## config.mk

```make
export PLATFORM = sky130hd
export DESIGN_NAME = hart_test_monitor
export DESIGN_NICKNAME = d
export VERILOG_FILES = /design/src/rtl/hart_test_monitor_pkg.sv /design/src/rtl/hart_tm_slot.sv /design/src/rtl/hart_test_monitor.sv
export SDC_FILE = /design/constraint.sdc
export NUM_CORES = 1
export LEC_CHECK = 0
export ABC_AREA = 1
export CAP_MARGIN = 40
export CORE_MARGIN = 3
export CORE_UTILIZATION = 48
export CTS_CLUSTER_SIZE = 24
export DETAILED_ROUTE_END_ITERATION = 8
export PLACE_DENSITY_LB_ADDON = 0.12
export SLEW_MARGIN = 20
export SYNTH_ARGS = -nofsm -noshare
export SYNTH_HDL_FRONTEND = slang
export SYNTH_HIERARCHICAL = 1
export SYNTH_SLANG_ARGS = --single-unit
```

## constraint.sdc

```tcl
create_clock -name clk -period 3.2 [get_ports clk]
set_input_delay 0.32 -clock clk [delete_from_list [all_inputs] [get_ports clk]]
set_output_delay 0.32 -clock clk [all_outputs]
set_load 0.02 [all_outputs]
```

## src/rtl/hart_test_monitor_pkg.sv

```systemverilog
// Shared encodings and default address/PC map for the multi-hart run monitor.
package hart_test_monitor_pkg;

   typedef enum logic {
      ST_RUN  = 1'b0,
      ST_DONE = 1'b1
   } state_t;

   localparam logic        RW_WRITE               = 1'b1;
   localparam int unsigned RESULT_PASS            = 1;
   localparam int unsigned DEF_RESULT_ADDR_BASE   = 2560;
   localparam int unsigned DEF_RESULT_ADDR_STRIDE = 3072;
   localparam int unsigned DEF_END_PC_BASE        = 512;
   localparam int unsigned DEF_END_PC_STRIDE      = 256;

endpackage

```

## src/rtl/hart_tm_slot.sv

```systemverilog
// Per-hart flags: sticky stopped, pass (overridable by fail) and sticky fail.
module hart_tm_slot
   import hart_test_monitor_pkg::*;
#(
   parameter int unsigned       HART_IDX    = 0,
   parameter int unsigned       HART_ID_W   = 2,
   parameter int unsigned       DATA_W      = 32,
   parameter logic [DATA_W-1:0] RESULT_ADDR = '0,
   parameter logic [DATA_W-1:0] END_PC      = '0
) (
   input  logic                 clk,
   input  logic                 reset,
   input  logic                 enable,
   input  logic                 if_valid,
   input  logic [DATA_W-1:0]    if_pc,
   input  logic [HART_ID_W-1:0] if_hart_id,
   input  logic [DATA_W-1:0]    mem_spm_addr,
   input  logic                 mem_spm_rw,
   input  logic [DATA_W-1:0]    mem_spm_wr_data,
   output logic                 stopped,
   output logic                 pass,
   output logic                 fail
);

   logic wr_hit_c;
   logic stop_hit_c;

   always_comb begin
      wr_hit_c   = (mem_spm_rw == RW_WRITE) && (mem_spm_addr == RESULT_ADDR);
      stop_hit_c = if_valid && (if_hart_id == HART_ID_W'(HART_IDX)) && (if_pc == END_PC);
   end

   // Result write and stop hit are independent; both apply in the same cycle.
   always_ff @(posedge clk or posedge reset) begin
      if (reset) begin
         stopped <= 1'b0;
         pass    <= 1'b0;
         fail    <= 1'b0;
      end else if (enable) begin
         if (wr_hit_c) begin
            if (mem_spm_wr_data == DATA_W'(RESULT_PASS)) begin
               if (!fail) pass <= 1'b1;
            end else begin
               fail <= 1'b1;
               pass <= 1'b0;
            end
         end
         if (stop_hit_c) stopped <= 1'b1;
      end
   end

endmodule

```

## src/rtl/hart_test_monitor.sv

```systemverilog
// Run monitor: per-hart result/stop slots, RUN cycle counter and sticky verdict.
module hart_test_monitor
   import hart_test_monitor_pkg::*;
#(
   parameter int unsigned HART_NUM           = 4,
   parameter int unsigned HART_ID_W          = 2,
   parameter int unsigned DATA_W             = 32,
   parameter int unsigned RESULT_ADDR_BASE   = DEF_RESULT_ADDR_BASE,
   parameter int unsigned RESULT_ADDR_STRIDE = DEF_RESULT_ADDR_STRIDE,
   parameter int unsigned END_PC_BASE        = DEF_END_PC_BASE,
   parameter int unsigned END_PC_STRIDE      = DEF_END_PC_STRIDE,
   parameter int unsigned STOP_COUNT         = 1,
   parameter int unsigned MAX_CYCLES         = 4000,
   parameter int unsigned CNT_W              = 32
) (
   input  logic                 clk,
   input  logic                 reset,
   input  logic                 if_valid,
   input  logic [DATA_W-1:0]    if_pc,
   input  logic [HART_ID_W-1:0] if_hart_id,
   input  logic [DATA_W-1:0]    mem_spm_addr,
   input  logic                 mem_spm_rw,
   input  logic [DATA_W-1:0]    mem_spm_wr_data,
   output logic [HART_NUM-1:0]  hart_stopped,
   output logic [HART_NUM-1:0]  hart_pass,
   output logic [HART_NUM-1:0]  hart_fail,
   output logic [CNT_W-1:0]     cycle_count,
   output logic                 done,
   output logic                 pass,
   output logic                 fail,
   output logic                 timeout
);

   localparam int unsigned POP_W = $clog2(HART_NUM + 1);

   state_t           state;
   logic [POP_W-1:0] stop_pop_c;
   logic             stop_done_c;
   logic             time_up_c;
   logic             finish_c;
   logic             enable_c;

   // Flags freeze on the finishing edge so the verdict matches the flags shown.
   always_comb begin
      stop_pop_c = '0;
      for (int i = 0; i < HART_NUM; i++) begin
         stop_pop_c = stop_pop_c + POP_W'(hart_stopped[i]);
      end
      stop_done_c = (stop_pop_c >= POP_W'(STOP_COUNT));
      time_up_c   = (cycle_count == CNT_W'(MAX_CYCLES - 1));
      finish_c    = (state == ST_RUN) && (stop_done_c || time_up_c);
      enable_c    = (state == ST_RUN) && !finish_c;
   end

   for (genvar h = 0; h < HART_NUM; h++) begin : g_slot
      hart_tm_slot #(
         .HART_IDX    (h),
         .HART_ID_W   (HART_ID_W),
         .DATA_W      (DATA_W),
         .RESULT_ADDR (DATA_W'(RESULT_ADDR_BASE + h * RESULT_ADDR_STRIDE)),
         .END_PC      (DATA_W'(END_PC_BASE + h * END_PC_STRIDE))
      ) u_slot (
         .clk             (clk),
         .reset           (reset),
         .enable          (enable_c),
         .if_valid        (if_valid),
         .if_pc           (if_pc),
         .if_hart_id      (if_hart_id),
         .mem_spm_addr    (mem_spm_addr),
         .mem_spm_rw      (mem_spm_rw),
         .mem_spm_wr_data (mem_spm_wr_data),
         .stopped         (hart_stopped[h]),
         .pass            (hart_pass[h]),
         .fail            (hart_fail[h])
      );
   end

   // Completion takes precedence over a coincident timeout.
   always_ff @(posedge clk or posedge reset) begin
      if (reset) begin
         state       <= ST_RUN;
         cycle_count <= '0;
         done        <= 1'b0;
         pass        <= 1'b0;
         fail        <= 1'b0;
         timeout     <= 1'b0;
      end else begin
         case (state)
            ST_RUN: begin
               if (finish_c) begin
                  state   <= ST_DONE;
                  done    <= 1'b1;
                  timeout <= !stop_done_c;
                  pass    <= stop_done_c && !(|hart_fail);
                  fail    <= !stop_done_c || (|hart_fail);
               end else if (cycle_count != '1) begin
                  cycle_count <= cycle_count + CNT_W'(1);
               end
            end
            ST_DONE: begin
            end
         endcase
      end
   end

endmodule

```

# After elaboration in Yosys (flattened, before gate mapping)
# Index checks and enable logic that the tools add are counted.
# Widths: inputs -> output; s select.
# word_totals
latch_bits,0
mem_bits_rw,0
n_memories,0
ff_bits,49
input_bits,102
rom_bits,0
# classes
magnitude_cmp,1
mux,10
bitwise,3
n_eq_ne,18
multipliers,0
div,0
shifts,0
reduce_logical,36
addsub,4
# ops
cell,n
$eq 32x10->1 const B,2
$eq 32x11->1 const B,2
$eq 32x12->1 const B,2
$eq 32x14->1 const B,2
$add 32x1->32 const B,1
$eq 32x1->1 const B,1
$eq 32x13->1 const B,1
$ne 32x32->1 const B,1
$reduce_and 3->1,9
$logic_and 1x1->1,15
$mux 1,10
$reduce_and 2->1,5
$ne 2x2->1 const B,4
$eq 2x2->1 const B,2
$reduce_or 4->1,1
$add 2x1->3,1
$add 3x1->3,1
$ge 3x1->1 const B,1
$logic_not 1->1,3
$not 1->1,3
$add 1x1->2,1
$eq 2x1->1 const B,1
$logic_not 2->1,1
$logic_or 1x1->1,2

# Logic depth before layout (Yosys ltp)
# logic_depth
ltp_word,9
depth_mapped,16
depth_no_buf,16

# By module
# Netlist, hierarchy kept.
# by_module_without_submodules
mod,n_inst,area_each_um2,cells_per_inst,seq_area_each_um2
hart_test_monitor,1,2626.3,400,925.9
hart_tm_slot at g_slot[3].u_slot,1,575.6,123,75.1
hart_tm_slot at g_slot[1].u_slot,1,574.3,124,75.1
hart_tm_slot at g_slot[2].u_slot,1,569.3,123,75.1
hart_tm_slot at g_slot[0].u_slot,1,566.8,123,75.1

# Least setup slack after synthesis
# No wires, ideal clock.
# synth_path
path_kind,register to register
startpoint,register g_slot[0].u_slot.stopped
endpoint,register g_slot[0].u_slot.pass
n_path_buf,0
stages_incl_launch_ff,17
arrival_ps,2594
period_less_slack_ps,2707
setup_slack_ps,493
path_cell_list,dfrtp_1 -> inv_1 -> fa_1 -> inv_1 -> ha_1 -> inv_1 -> ha_1 -> o31ai_1 -> inv_1 -> nand3_2 -> inv_1 -> inv_1 -> nor2_1 -> nand3_1 -> nand2_1 -> nand2_1 -> inv_1
# synth_between
elab_chain_len,9
# synth_rtl
item,line,source
from (decl),hart_tm_slot.sv:20,"output logic stopped,"
from (signal assigned),hart_tm_slot.sv:36,stopped <= 1'b0;
from (signal assigned),hart_tm_slot.sv:48,if (stop_hit_c) stopped <= 1'b1;
$add 1x1->2,hart_test_monitor.sv:47,stop_pop_c = stop_pop_c + POP_W'(hart_stopped[i]);
$add 2x1->3,hart_test_monitor.sv:47,
$add 3x1->3,hart_test_monitor.sv:47,
$ge 3x1->1,hart_test_monitor.sv:49,stop_done_c = (stop_pop_c >= POP_W'(STOP_COUNT));
$logic_or 1x1->1,hart_test_monitor.sv:51,finish_c = (state == ST_RUN) && (stop_done_c || time_up_c);
$logic_and 1x1->1,hart_test_monitor.sv:51,
$logic_not 1->1,hart_test_monitor.sv:52,enable_c = (state == ST_RUN) && !finish_c;
$logic_and 1x1->1,hart_test_monitor.sv:52,
named net enable_c,hart_test_monitor.sv:41,logic enable_c;
$reduce_and 3->1 (no source line),n/a,
to (signal assigned),hart_tm_slot.sv:37,pass <= 1'b0;
to (signal assigned),hart_tm_slot.sv:42,if (!fail) pass <= 1'b1;
to (signal assigned),hart_tm_slot.sv:45,pass <= 1'b0;
to (decl),hart_tm_slot.sv:21,"output logic pass,"
# The timed path passes the listed nets, and every way through them passes these cells.
# A chain may end at the register's enable or synchronous reset.

# Final worst setup path
# Same ends and word-level chain as after synthesis.

==> results by group <==
Synthesis
  – Cell Area, Synth: 0.00491 mm2
  – Gate Count Post-Synth: 893
  – Unique masters post-synth: 28
  – FFs w/ async S/R, synth: 100%
  – Yosys reg bits: 49
  – Seq/Total Area, Yosys: 25.0%
  – Ys flop type: dfrtp_1
  – Yosys warnings: 6
  – Syn Area/Cell: 5.50 um2
  – Mapped Nets: 1000
  – Number of flops mapped to enable cells by yosys: 0

Clocking
  – Post-CTS Hold Fix Bufs: 0
  – Clock slew at reported path FFs: 90 ps
  – Inserted Clock Buffers: 5
  – Root Buffer: clkbuf_8
  – Post-cts repair resize count: 0
  – Clock Path Buffers: 2
  – H-tree levels: 2
  – Clk_lat worst skew: 310 ps
  – CTS tree: yes
  – Clk sinks: 49
  – Post-CTS Setup Bufs: 0

Die
  – Rows: 36
  – DIE AREA: 0.0115 mm2
  – Core ar.: 0.00986 mm2
  – Die width: 107 um
  – Initial Utilization: 49.8%
  – Io pins: 150
  – DIE HEIGHT: 107 um

Power and ir drop
  – Reg power frac: 47.9%
  – Leakage Power: 2.95 nW
  – Switching share of power: 26.8%
  – Internal: 0.946 mW
  – VDD IR max: 0.000218 V
  – Clock share of power: 29.8%
  – Pwr dens: 194 mW/mm2
  – Power share of the combinational group: 22.3%
  – Switch Pwr: 0.347 mW

Timing
  – Slew Limit Headroom: 68.4%
  – Setup TNS: 0 ps
  – Worst Tran Pin Value: 469 ps
  – Slew Limit Fails: 0
  – Worst Skew: 9.92 ps
  – Tcrit/Tclk final: 88.6%
  – Hold Vio Cnt, Final: 0
  – Max Clk Rate: 353 MHz
  – Endpoints failing setup: 0
  – RSZ-0062 raised after global routing: no
  – Tmin final: 2830 ps
  – Hold Slack: 279 ps

Route
  – Vias after detailed routing: 5602
  – Antenna Nets Post-Route: 0
  – Residual DRC: 0
  – Drt wl/cell: 11.0 um
  – Detailed Route WL: 13000 um
  – TritonRoute pass-1 iters: 6
  – Initial detailed-routing violation count: 246
  – Vias/cell: 4.74

Setup path
  – CP Class: flip-flop to flip-flop
  – CP startpoint kind: flip-flop
  – CP max stage delay: 520 ps
  – Slowest CP cell: fa_1
  – CP endpoint kind: flip-flop
  – CP dominant cell by count: inv_1
  – Critical Path Fanout Max: 8
  – Crit-path cells: inv_1 -> fa_1 -> inv_1 -> ha_1 -> inv_1 -> ha_1 -> o31ai_1 -> inv_1 -> nand3_2 -> inv_1 -> inv_1 -> nor2_1 -> nand3_1 -> nand2_1 -> nand2_1 -> inv_1
  – Crit path required time: 3410 ps
  – Worst EP arrival: 3040 ps

Placement
  – Port Buffers: 149
  – GPL Wtd Cong: 0.930
  – Placed insts: 1173
  – Post-DP HPWL: 10700 um

Cells and area
  – Share of cells above drive strength 1: 3.91%
  – NumNets Final: 1154
  – Most frequent cells in the layout: nand2_1, nor2_1, clkdlybuf4s50_1
  – Post-route insts no fill: 1181
  – Most common cell after layout, fill and taps aside: nand2_1
  – Area Growth Syn to Fin: 35.3%
  – Ant diodes: 0
  – Core Util, Final: 67.4%

Global route
  – Total track usage: 23.2%
  – Initial antenna violation count: 0
  – Gr ovfl total: 0
  – Largest net degree at the start of global routing: 32
  – Vias in the first global route: 4972
  – First-pass GRT wire length: 22200 um

Status
  – Status: finished clean

Run
  – Max_cap viols: 0

Hold path
  – Hold crit path type: primary input to asynchronous set/reset pin
[state kept, by name (all words and copies together), names as in the netlist]
signal	cells
pass	1
done	1
cycle_count	32
g_slot.u_slot/stopped	4
timeout	1
state	1
fail	1
g_slot.u_slot/pass	4
g_slot.u_slot/fail	4
[cell usage after synthesis, types with 3 or more instances]
master	instances	share of area, %
dfrtp_1	49	25
xor2_1	16	2.9
nor2_1	291	22
nor2_4	3	0.69
nand4_1	8	1.0
ha_1	4	1.0
buf_6	6	1.4
nand2_1	312	24
inv_1	87	6.6
nand2_2	5	0.64
nand3b_1	8	1.2
or2_1	4	0.51
and2_0	4	0.51
nor4b_1	4	0.71
nor2_2	14	1.8
nor4_1	24	3.1
xnor2_1	8	1.4
nand3_1	32	3.3
[worst max-delay path, delay by kind of cell, from the launching register on]
| kind | cells | cell delay [ps] |
|---|---|---|
| adder cells (fa/ha/maj) | 3 | 910 |
| buffers and inverters | 7 | 650 |
| AO/OA/AOI/OAI | 1 | 440 |
| flip-flops | 1 | 380 |
| AND/OR/NAND/NOR | 5 | 370 |
[power by group through the flow]
stage	Combinational [mW]	Clock [mW]	Sequential, mW
detailed placement	0.289	0	0.631
finish	0.288	0.385	0.619
floorplan	0.0877	0	0.631
CTS	0.289	0.394	0.619
global placement	0.285	0	0.631
global route	0.322	0.422	0.619
[routing by layer]
| metal | GRT usage (%) | up-vias | share of wire (%) |
|---|---|---|---|
| met1 | 31.6 | 2405 | 46 |
| li1 | - | 3043 | - |
| met4 | 3.29 | 0 | 1.0 |
| met3 | 5.30 | 12 | 6.8 |
| met2 | 38.5 | 142 | 46 |
| met5 | 0 | - | 0 |
[final timing paths]
path / startpoint / to / slack [ps] / depth (start not counted)
worst max-delay path: g_slot[0].u_slot/stopped$_DFFE_PP0P_ / g_slot[0].u_slot/pass$_DFFE_PP0P_ / 370 / 16
max in group asynchronous: reset / cycle_count[12]$_DFFE_PP0P_ / 2220 / 3
worst max register to register: g_slot[0].u_slot/stopped$_DFFE_PP0P_ / g_slot[0].u_slot/pass$_DFFE_PP0P_ / 370 / 16
worst min-delay path: reset / g_slot[3].u_slot/stopped$_DFFE_PP0P_ / 280 / 2
worst min register to register: pass$_DFFE_PP0P_ / pass$_DFFE_PP0P_ / 490 / 2
min in group clk: pass$_DFFE_PP0P_ / pass$_DFFE_PP0P_ / 490 / 2
[cell families (layout without fill, tap and decap cells)]
logic type | Yosys count | after routing | share of synthesized area, %
XOR/XNOR | 24 | 24 | 4.28
AND/OR/NAND/NOR | 715 | 715 | 60.5
flip-flops | 49 | 49 | 25.0
AO/OA/AOI/OAI | 4 | 4 | 0.510
buffers and inverters | 96 | 251 | 8.28
adder cells (fa/ha/maj) | 5 | 5 | 1.43
[cell type report]
class / instances / area (um2)
multi-input cells: 748 / 3280
fillers: 918 / 3220
repair buffers: 154 / 1540
flip-flops and latches: 49 / 1230
inverters: 89 / 334
well taps: 133 / 166
clock buffers: 6 / 82.6
clock inverters: 2 / 13.8
[stage by stage]
step	instance area (um2)	power [mW]	setup WS [ps]
after floorplan	4910	0.719	493
after global placement	6550	0.916	495
after detailed placement	6550	0.920	351
after CTS	6640	1.30	359
after global routing	6640	1.36	93.0
final	6640	1.29	366
Note: power is estimated with default switching activity, not from simulation.
